## config.mk

```make
export PLATFORM = sky130hd
export DESIGN_NAME = apb_timeout_guard_flat
export DESIGN_NICKNAME = d
export VERILOG_FILES = /design/src/rtl/apb_timeout_guard_pkg.sv /design/src/rtl/apb_timeout_guard_if.sv /design/src/rtl/apb_timeout_guard.sv /design/src/flat_wrapper.sv
export SDC_FILE = /design/constraint.sdc
export NUM_CORES = 1
export LEC_CHECK = 0
export BUFFER_PORTS_ARGS = -buffer_cell sky130_fd_sc_hd__buf_4
export CAP_MARGIN = 20
export CORE_ASPECT_RATIO = 0.75
export CORE_MARGIN = 2
export CORE_UTILIZATION = 42
export DETAILED_ROUTE_END_ITERATION = 10
export GPL_ROUTABILITY_DRIVEN = 0
export HOLD_SLACK_MARGIN = 0.02
export PLACE_DENSITY = 0.84
export SETUP_SLACK_MARGIN = 0.05
export SYNTH_ARGS = -nofsm -noshare
export SYNTH_HDL_FRONTEND = slang
export SYNTH_SLANG_ARGS = --single-unit
export TNS_END_PERCENT = 1
```

## constraint.sdc

```tcl
create_clock -name upstream_pclk -period 1.6 [get_ports upstream_pclk]
set_input_delay 0.16 -clock upstream_pclk [delete_from_list [all_inputs] [get_ports upstream_pclk]]
set_output_delay 0.16 -clock upstream_pclk [all_outputs]
set_load 0.02 [all_outputs]
```

## src/rtl/apb_timeout_guard_pkg.sv

```systemverilog
// rtl/apb_timeout_guard_pkg.sv - APB bus widths and guard FSM state type shared by the guard bundle.
package apb_timeout_guard_pkg;

  localparam int APB_ADDR_W  = 32;
  localparam int APB_DATA_W  = 32;
  localparam int APB_STRB_W  = APB_DATA_W / 8;
  localparam int APB_AUSER_W = 4;
  localparam int APB_WUSER_W = 4;
  localparam int APB_RUSER_W = 4;
  localparam int APB_BUSER_W = 4;

  typedef enum logic [1:0] {
    IDLE,
    SETUP,
    ACCESS,
    ORPHAN
  } apb_guard_state_t;

endpackage

```

## src/rtl/apb_timeout_guard_if.sv

```systemverilog
// rtl/apb_timeout_guard_if.sv - APB bus bundle with requester and completer views.
interface apb_timeout_guard_if;
  import apb_timeout_guard_pkg::*;

  logic                   pclk;
  logic                   preset_n;
  logic                   psel;
  logic                   penable;
  logic [APB_ADDR_W-1:0]  paddr;
  logic                   pwrite;
  logic [APB_DATA_W-1:0]  pwdata;
  logic [2:0]             pprot;
  logic [APB_STRB_W-1:0]  pstrb;
  logic                   pwakeup;
  logic [APB_AUSER_W-1:0] pauser;
  logic [APB_WUSER_W-1:0] pwuser;
  logic [APB_DATA_W-1:0]  prdata;
  logic                   pready;
  logic                   pslverr;
  logic [APB_RUSER_W-1:0] pruser;
  logic [APB_BUSER_W-1:0] pbuser;

  modport completer (
    input  pclk, preset_n, psel, penable, paddr, pwrite, pwdata, pprot, pstrb,
           pwakeup, pauser, pwuser,
    output prdata, pready, pslverr, pruser, pbuser
  );

  modport requester (
    output pclk, preset_n, psel, penable, paddr, pwrite, pwdata, pprot, pstrb,
           pwakeup, pauser, pwuser,
    input  prdata, pready, pslverr, pruser, pbuser
  );

endinterface

```

## src/rtl/apb_timeout_guard.sv

```systemverilog
// rtl/apb_timeout_guard.sv - APB register stage that error-completes hung transfers and absorbs late responses.
// Optional status outputs (timeout_count, last_timeout_addr) under APB_TIMEOUT_GUARD_STATUS_EN.
module apb_timeout_guard
  import apb_timeout_guard_pkg::*;
#(
  parameter int TIMEOUT_CYCLES = 1024
) (
  apb_timeout_guard_if.completer upstream,
  apb_timeout_guard_if.requester downstream,
  output logic                   timed_out
`ifdef APB_TIMEOUT_GUARD_STATUS_EN
  ,
  output logic [15:0]            timeout_count,
  output logic [APB_ADDR_W-1:0]  last_timeout_addr
`endif
);

  localparam int CNT_WIDTH = $clog2(TIMEOUT_CYCLES + 1);
  localparam logic [CNT_WIDTH-1:0] CNT_LAST = CNT_WIDTH'(TIMEOUT_CYCLES - 1);

  logic clk;
  logic rst_n;

  assign clk                 = upstream.pclk;
  assign rst_n               = upstream.preset_n;
  assign downstream.pclk     = clk;
  assign downstream.preset_n = rst_n;

  apb_guard_state_t      state_q, state_d;
  logic [CNT_WIDTH-1:0]  cnt_q, cnt_d;
  logic                  ds_psel_q, ds_psel_d;
  logic                  ds_penable_q, ds_penable_d;
  logic                  capture;

  logic [APB_ADDR_W-1:0]  ds_paddr_q;
  logic                   ds_pwrite_q;
  logic [APB_DATA_W-1:0]  ds_pwdata_q;
  logic [2:0]             ds_pprot_q;
  logic [APB_STRB_W-1:0]  ds_pstrb_q;
  logic                   ds_pwakeup_q;
  logic [APB_AUSER_W-1:0] ds_pauser_q;
  logic [APB_WUSER_W-1:0] ds_pwuser_q;

  logic                   us_pready_q, us_pready_d;
  logic                   us_pslverr_q, us_pslverr_d;
  logic [APB_DATA_W-1:0]  us_prdata_q, us_prdata_d;
  logic [APB_RUSER_W-1:0] us_pruser_q, us_pruser_d;
  logic [APB_BUSER_W-1:0] us_pbuser_q, us_pbuser_d;
  logic                   timed_out_q, timed_out_d;

  always_comb begin
    state_d      = state_q;
    cnt_d        = cnt_q;
    ds_psel_d    = ds_psel_q;
    ds_penable_d = ds_penable_q;
    capture      = 1'b0;
    us_pready_d  = 1'b0;
    us_pslverr_d = us_pslverr_q;
    us_prdata_d  = us_prdata_q;
    us_pruser_d  = us_pruser_q;
    us_pbuser_d  = us_pbuser_q;
    timed_out_d  = 1'b0;

    case (state_q)
      IDLE: begin
        // The !pready term keeps the completion cycle from being mistaken for a new access.
        if (upstream.psel && upstream.penable && !us_pready_q) begin
          capture      = 1'b1;
          ds_psel_d    = 1'b1;
          ds_penable_d = 1'b0;
          state_d      = SETUP;
        end
      end
      SETUP: begin
        ds_penable_d = 1'b1;
        cnt_d        = '0;
        state_d      = ACCESS;
      end
      ACCESS: begin
        if (downstream.pready) begin
          us_pready_d  = 1'b1;
          us_pslverr_d = downstream.pslverr;
          us_prdata_d  = downstream.prdata;
          us_pruser_d  = downstream.pruser;
          us_pbuser_d  = downstream.pbuser;
          ds_psel_d    = 1'b0;
          ds_penable_d = 1'b0;
          state_d      = IDLE;
        end else if (cnt_q == CNT_LAST) begin
          // Downstream keeps psel/penable: an APB access cannot be withdrawn.
          us_pready_d  = 1'b1;
          us_pslverr_d = 1'b1;
          us_prdata_d  = '0;
          us_pruser_d  = '0;
          us_pbuser_d  = '0;
          timed_out_d  = 1'b1;
          state_d      = ORPHAN;
        end else begin
          cnt_d = cnt_q + 1'b1;
        end
      end
      ORPHAN: begin
        if (downstream.pready) begin
          ds_psel_d    = 1'b0;
          ds_penable_d = 1'b0;
          state_d      = IDLE;
        end
      end
      default: state_d = IDLE;
    endcase
  end

  always_ff @(posedge clk or negedge rst_n) begin
    if (!rst_n) begin
      state_q      <= IDLE;
      cnt_q        <= '0;
      ds_psel_q    <= 1'b0;
      ds_penable_q <= 1'b0;
      ds_paddr_q   <= '0;
      ds_pwrite_q  <= 1'b0;
      ds_pwdata_q  <= '0;
      ds_pprot_q   <= '0;
      ds_pstrb_q   <= '0;
      ds_pwakeup_q <= 1'b0;
      ds_pauser_q  <= '0;
      ds_pwuser_q  <= '0;
      us_pready_q  <= 1'b0;
      us_pslverr_q <= 1'b0;
      us_prdata_q  <= '0;
      us_pruser_q  <= '0;
      us_pbuser_q  <= '0;
      timed_out_q  <= 1'b0;
    end else begin
      state_q      <= state_d;
      cnt_q        <= cnt_d;
      ds_psel_q    <= ds_psel_d;
      ds_penable_q <= ds_penable_d;
      us_pready_q  <= us_pready_d;
      us_pslverr_q <= us_pslverr_d;
      us_prdata_q  <= us_prdata_d;
      us_pruser_q  <= us_pruser_d;
      us_pbuser_q  <= us_pbuser_d;
      timed_out_q  <= timed_out_d;
      if (capture) begin
        ds_paddr_q   <= upstream.paddr;
        ds_pwrite_q  <= upstream.pwrite;
        ds_pwdata_q  <= upstream.pwdata;
        ds_pprot_q   <= upstream.pprot;
        ds_pstrb_q   <= upstream.pstrb;
        ds_pwakeup_q <= upstream.pwakeup;
        ds_pauser_q  <= upstream.pauser;
        ds_pwuser_q  <= upstream.pwuser;
      end
    end
  end

  assign downstream.psel    = ds_psel_q;
  assign downstream.penable = ds_penable_q;
  assign downstream.paddr   = ds_paddr_q;
  assign downstream.pwrite  = ds_pwrite_q;
  assign downstream.pwdata  = ds_pwdata_q;
  assign downstream.pprot   = ds_pprot_q;
  assign downstream.pstrb   = ds_pstrb_q;
  assign downstream.pwakeup = ds_pwakeup_q;
  assign downstream.pauser  = ds_pauser_q;
  assign downstream.pwuser  = ds_pwuser_q;

  assign upstream.pready  = us_pready_q;
  assign upstream.pslverr = us_pslverr_q;
  assign upstream.prdata  = us_prdata_q;
  assign upstream.pruser  = us_pruser_q;
  assign upstream.pbuser  = us_pbuser_q;
  assign timed_out        = timed_out_q;

`ifdef APB_TIMEOUT_GUARD_STATUS_EN
  always_ff @(posedge clk or negedge rst_n) begin
    if (!rst_n) begin
      timeout_count     <= '0;
      last_timeout_addr <= '0;
    end else if (timed_out_d) begin
      if (timeout_count != 16'hffff) begin
        timeout_count <= timeout_count + 16'd1;
      end
      last_timeout_addr <= ds_paddr_q;
    end
  end
`endif

endmodule

```

## src/flat_wrapper.sv

```systemverilog
// flat-port wrapper written by rule: the top's interface ports become plain ports
module apb_timeout_guard_flat import apb_timeout_guard_pkg::*;
#(
  parameter int TIMEOUT_CYCLES = 1024
)
  (timed_out, upstream_pclk, upstream_preset_n, upstream_psel, upstream_penable, upstream_paddr, upstream_pwrite, upstream_pwdata, upstream_pprot, upstream_pstrb, upstream_pwakeup, upstream_pauser, upstream_pwuser, upstream_prdata, upstream_pready, upstream_pslverr, upstream_pruser, upstream_pbuser, downstream_pclk, downstream_preset_n, downstream_psel, downstream_penable, downstream_paddr, downstream_pwrite, downstream_pwdata, downstream_pprot, downstream_pstrb, downstream_pwakeup, downstream_pauser, downstream_pwuser, downstream_prdata, downstream_pready, downstream_pslverr, downstream_pruser, downstream_pbuser);
  apb_timeout_guard_if upstream_i ();
  apb_timeout_guard_if downstream_i ();
  output logic timed_out;
  input wire logic [$bits(upstream_i.pclk)-1:0] upstream_pclk;
  input wire logic [$bits(upstream_i.preset_n)-1:0] upstream_preset_n;
  input wire logic [$bits(upstream_i.psel)-1:0] upstream_psel;
  input wire logic [$bits(upstream_i.penable)-1:0] upstream_penable;
  input wire logic [$bits(upstream_i.paddr)-1:0] upstream_paddr;
  input wire logic [$bits(upstream_i.pwrite)-1:0] upstream_pwrite;
  input wire logic [$bits(upstream_i.pwdata)-1:0] upstream_pwdata;
  input wire logic [$bits(upstream_i.pprot)-1:0] upstream_pprot;
  input wire logic [$bits(upstream_i.pstrb)-1:0] upstream_pstrb;
  input wire logic [$bits(upstream_i.pwakeup)-1:0] upstream_pwakeup;
  input wire logic [$bits(upstream_i.pauser)-1:0] upstream_pauser;
  input wire logic [$bits(upstream_i.pwuser)-1:0] upstream_pwuser;
  output wire logic [$bits(upstream_i.prdata)-1:0] upstream_prdata;
  output wire logic [$bits(upstream_i.pready)-1:0] upstream_pready;
  output wire logic [$bits(upstream_i.pslverr)-1:0] upstream_pslverr;
  output wire logic [$bits(upstream_i.pruser)-1:0] upstream_pruser;
  output wire logic [$bits(upstream_i.pbuser)-1:0] upstream_pbuser;
  output wire logic [$bits(downstream_i.pclk)-1:0] downstream_pclk;
  output wire logic [$bits(downstream_i.preset_n)-1:0] downstream_preset_n;
  output wire logic [$bits(downstream_i.psel)-1:0] downstream_psel;
  output wire logic [$bits(downstream_i.penable)-1:0] downstream_penable;
  output wire logic [$bits(downstream_i.paddr)-1:0] downstream_paddr;
  output wire logic [$bits(downstream_i.pwrite)-1:0] downstream_pwrite;
  output wire logic [$bits(downstream_i.pwdata)-1:0] downstream_pwdata;
  output wire logic [$bits(downstream_i.pprot)-1:0] downstream_pprot;
  output wire logic [$bits(downstream_i.pstrb)-1:0] downstream_pstrb;
  output wire logic [$bits(downstream_i.pwakeup)-1:0] downstream_pwakeup;
  output wire logic [$bits(downstream_i.pauser)-1:0] downstream_pauser;
  output wire logic [$bits(downstream_i.pwuser)-1:0] downstream_pwuser;
  input wire logic [$bits(downstream_i.prdata)-1:0] downstream_prdata;
  input wire logic [$bits(downstream_i.pready)-1:0] downstream_pready;
  input wire logic [$bits(downstream_i.pslverr)-1:0] downstream_pslverr;
  input wire logic [$bits(downstream_i.pruser)-1:0] downstream_pruser;
  input wire logic [$bits(downstream_i.pbuser)-1:0] downstream_pbuser;
  assign upstream_i.pclk = upstream_pclk;
  assign upstream_i.preset_n = upstream_preset_n;
  assign upstream_i.psel = upstream_psel;
  assign upstream_i.penable = upstream_penable;
  assign upstream_i.paddr = upstream_paddr;
  assign upstream_i.pwrite = upstream_pwrite;
  assign upstream_i.pwdata = upstream_pwdata;
  assign upstream_i.pprot = upstream_pprot;
  assign upstream_i.pstrb = upstream_pstrb;
  assign upstream_i.pwakeup = upstream_pwakeup;
  assign upstream_i.pauser = upstream_pauser;
  assign upstream_i.pwuser = upstream_pwuser;
  assign upstream_prdata = upstream_i.prdata;
  assign upstream_pready = upstream_i.pready;
  assign upstream_pslverr = upstream_i.pslverr;
  assign upstream_pruser = upstream_i.pruser;
  assign upstream_pbuser = upstream_i.pbuser;
  assign downstream_pclk = downstream_i.pclk;
  assign downstream_preset_n = downstream_i.preset_n;
  assign downstream_psel = downstream_i.psel;
  assign downstream_penable = downstream_i.penable;
  assign downstream_paddr = downstream_i.paddr;
  assign downstream_pwrite = downstream_i.pwrite;
  assign downstream_pwdata = downstream_i.pwdata;
  assign downstream_pprot = downstream_i.pprot;
  assign downstream_pstrb = downstream_i.pstrb;
  assign downstream_pwakeup = downstream_i.pwakeup;
  assign downstream_pauser = downstream_i.pauser;
  assign downstream_pwuser = downstream_i.pwuser;
  assign downstream_i.prdata = downstream_prdata;
  assign downstream_i.pready = downstream_pready;
  assign downstream_i.pslverr = downstream_pslverr;
  assign downstream_i.pruser = downstream_pruser;
  assign downstream_i.pbuser = downstream_pbuser;
  apb_timeout_guard #(.TIMEOUT_CYCLES(TIMEOUT_CYCLES)) u_core (.upstream(upstream_i), .downstream(downstream_i), .timed_out(timed_out));
endmodule
```

==> flow_metrics.py <==
metrics = {
    "worst_setup_path": {
        "r2r-start": "u_core.upstream.pready",
        "cp.buffers_inverters": 2,
        "slowest_stage": "dfrtp_1",
        "critPathCapture": "u_core.downstream.pwakeup",
        "slowest_delay_ns": 0.38,
        "crit_fanout": 18,
        "criticalPathCategory": "flop to flop",
        "worst-endpoint-arrival_ns": 2.05,
        "endpoint_kind": "flop",
        "crit_path_start_kind": "flop",
        "required_ns": 1.99,
        "path_cells": "nand3b_1 -> nor3_2 -> buf_6 -> clkbuf_16 -> mux2_2",
        "rr_endpoint": "u_core.downstream.pwakeup",
        "rr_worst_depth": 5,
        "startpoint": "u_core.upstream.pready",
        "cp.depth": 5,
        "crit_family": "buffers and inverters",
        "ff2ff_setup_slack_ns": -0.06,
    },
    "power_and_ir_drop": {
        "cellPowerDensity_mw_per_mm2": 1925,
        "leakage_nw": 4.769,
        "p_total_mw": 18.87,
        "irDropWorstVdd_uv": 1075,
    },
    "place": {
        "portBuffers": 254,
        "pre_cts_ws_ns": -0.06834,
        "dpl.cell_count": 785,
        "dp_hpwl_mm": 10.60,
        "place_area_mm2": 0.007626,
    },
    "yosys": {
        "yosysSeqAreaShare_pct": 64.97,
        "syn-num-nets": 486,
        "synth_top_area_cell": "dfrtp_1",
        "synth_edf_count": 0,
        "netlist_area_mm2": 0.005354,
        "yosys_most_used_dff": "dfrtp_1",
        "synth_top_cell_area_share_pct": 64.97,
        "yosys-top-cells-area": "dfrtp_1 (65%), mux2_2 (17%), a22o_1 (6.5%)",
        "ys_seq_elements": 139,
        "avgSynthCellArea_um2": 14.95,
        "ys_types": 38,
        "syn_inst": 358,
        "postSynth.asyncResetShare_pct": 100.0,
        "synth_warnings": 0,
    },
    "drt": {
        "route.detailed.wl_per_inst_um": 19.68,
        "routed_wl_mm": 18.76,
        "ant_nets": 0,
        "drc": 0,
        "vias_per_cell": 5.064,
        "drt_iter0_drc": 220,
        "drt-pass1-iter-count": 4,
        "routed-via-count": 4826,
    },
    "global_route": {
        "overflow": 0,
        "grt_pass1_vias": 5186,
        "grt_first_pass_wirelength_mm": 27.10,
        "grt_use_total_pct": 26.20,
        "grt_start_max_net_pins": 68,
        "grt_antenna_before_repair": 0,
    },
    "layout": {
        "final_cell_mix": "buf_4 (276), dfrtp_1 (137), dlygate4sd3_1 (124), mux2_2 (45), a22o_1 (40)",
        "finish.net_count": 901,
        "final_common_cell": "buf_4",
        "drive_gt1_share_pct": 53.69,
        "final_util_pct": 79.38,
        "syn2layout_area_growth_pct": 83.10,
        "design_area_mm2": 0.009803,
        "fin_cells": 953,
    },
    "timing": {
        "fmax_ghz": 0.6033,
        "finalWorstSetupSlack_ns": -0.05756,
        "finalSetupViolCount": 74,
        "fin_skew_ns": 0.009626,
        "fin_crit_sh_pct": 103.6,
        "finalSetupTns_ns": -1.926,
        "hold_viol_final": 0,
        "slew_viol_final": 0,
        "hold_slack_ns": 0.08783,
        "tightestPinTransition_ns": 0.3875,
        "rsz0062_at_grt": "true",
        "slew_headroom_pct": 74.17,
        "post-route-min-period_ns": 1.658,
    },
    "floorplanning": {
        "initial_core_util_pct": 43.35,
        "die_x_um": 134.4,
        "rows": 35,
        "core_mm2": 0.01235,
        "ioPinCount": 255,
        "die-area_mm2": 0.01368,
        "die_h_um": 101.8,
    },
    "cts": {
        "cts_tree": "yes",
        "path_clk_slew_ns": 0.06,
        "clk_latency_ns": 0.51,
    },
    "min_path": {
        "hold_path.class": "input port to asynchronous set/reset pin",
    },
    "outcome": {
        "outcome": "finished, violations left",
        "violations": "setup timing",
    },
    "run": {
        "drv_cap": 0,
    },
}
[logic make-up after synthesis]
kind of cell / synth area share (%)
buf+inv: 2.687
compound gates: 9.956
simple gates: 5.118
mux: 17.04
flops: 64.97
fa+ha+maj: 0.2337
[registers in the layout (all words and copies together), names as in the netlist, 2 cells and up]
| name | flops |
|---|---|
| u_core.downstream.pprot | 3 |
| u_core.downstream.pwdata | 32 |
| u_core.downstream.pstrb | 4 |
| u_core.upstream.prdata | 32 |
| u_core.downstream.pwuser | 4 |
| u_core.upstream.pbuser | 4 |
| u_core.downstream.pauser | 4 |
| u_core.upstream.pruser | 4 |
| u_core.state_q | 2 |
| u_core.cnt_q | 11 |
| u_core.downstream.paddr | 32 |
[layer usage]
layer  wire length [um]  vias up  track usage, %  share of wire [%]
met2               9657      229           45.80                 51
met1               7385     2404           30.32                 39
met3               1228       48           8.308                6.5
met5                  0        -               0                  0
li1                   -     2145               -                  -
met4                484        0           10.61                2.6
[Yosys cell counts, types with 3 or more instances]
library cell and n:
a21oi_1 6, nor3_1 6, o21ai_0 6, a22o_1 40, buf_6 4, mux2_2 81
nand3_1 6, dfrtp_1 139, a31oi_1 3, buf_2 13, nand2_1 11, and3_1 4
inv_1 4, nor2_1 4
[repair_timing]
item / 4_1_cts / 5_1_grt
setup endpoints to repair: 127 / 130
cloned: 0 / 2
pin swaps: 40 / 8
gates resized for setup: 4 / 50
endpoints found under the hold margin: 263 / 0
setup buffers: 1 / 5
hold buffers: 124 / 0
[worst min path at each step]
stage | slack [ns] | end | cells after the start | start
after floorplan | -0.14 | u_core.cnt_q[0] | 0 | upstream_preset_n
after global placement | 0.03 | u_core.upstream.prdata[8] | 1 | upstream_preset_n
after detailed placement | 0.04 | u_core.upstream.prdata[8] | 1 | upstream_preset_n
after CTS | 0.05 | u_core.upstream.prdata[8] | 2 | upstream_preset_n
after global routing | 0.1 | u_core.upstream.prdata[8] | 2 | upstream_preset_n
final | 0.09 | u_core.upstream.prdata[8] | 2 | upstream_preset_n
[power by group]
group	switching, mW	total (mW)	internal [mW]
clock network	1.66	4.17	2.51
registers	1.11	6.25	5.14
logic	4.11	8.45	4.34
total	6.88	18.9	12.0
[cell type report]
class / count / area (um^2)
clock buffers: 21 / 508.0
repair buffers: 412 / 3532
fillers: 677 / 2546
flip-flops and latches: 139 / 3481
multi-input cells: 195 / 1918
inverters: 4 / 15.01
diodes: 1 / 2.502
clock inverters: 15 / 138.9
well taps: 166 / 207.7
Note: power is estimated with default switching activity, not from simulation.
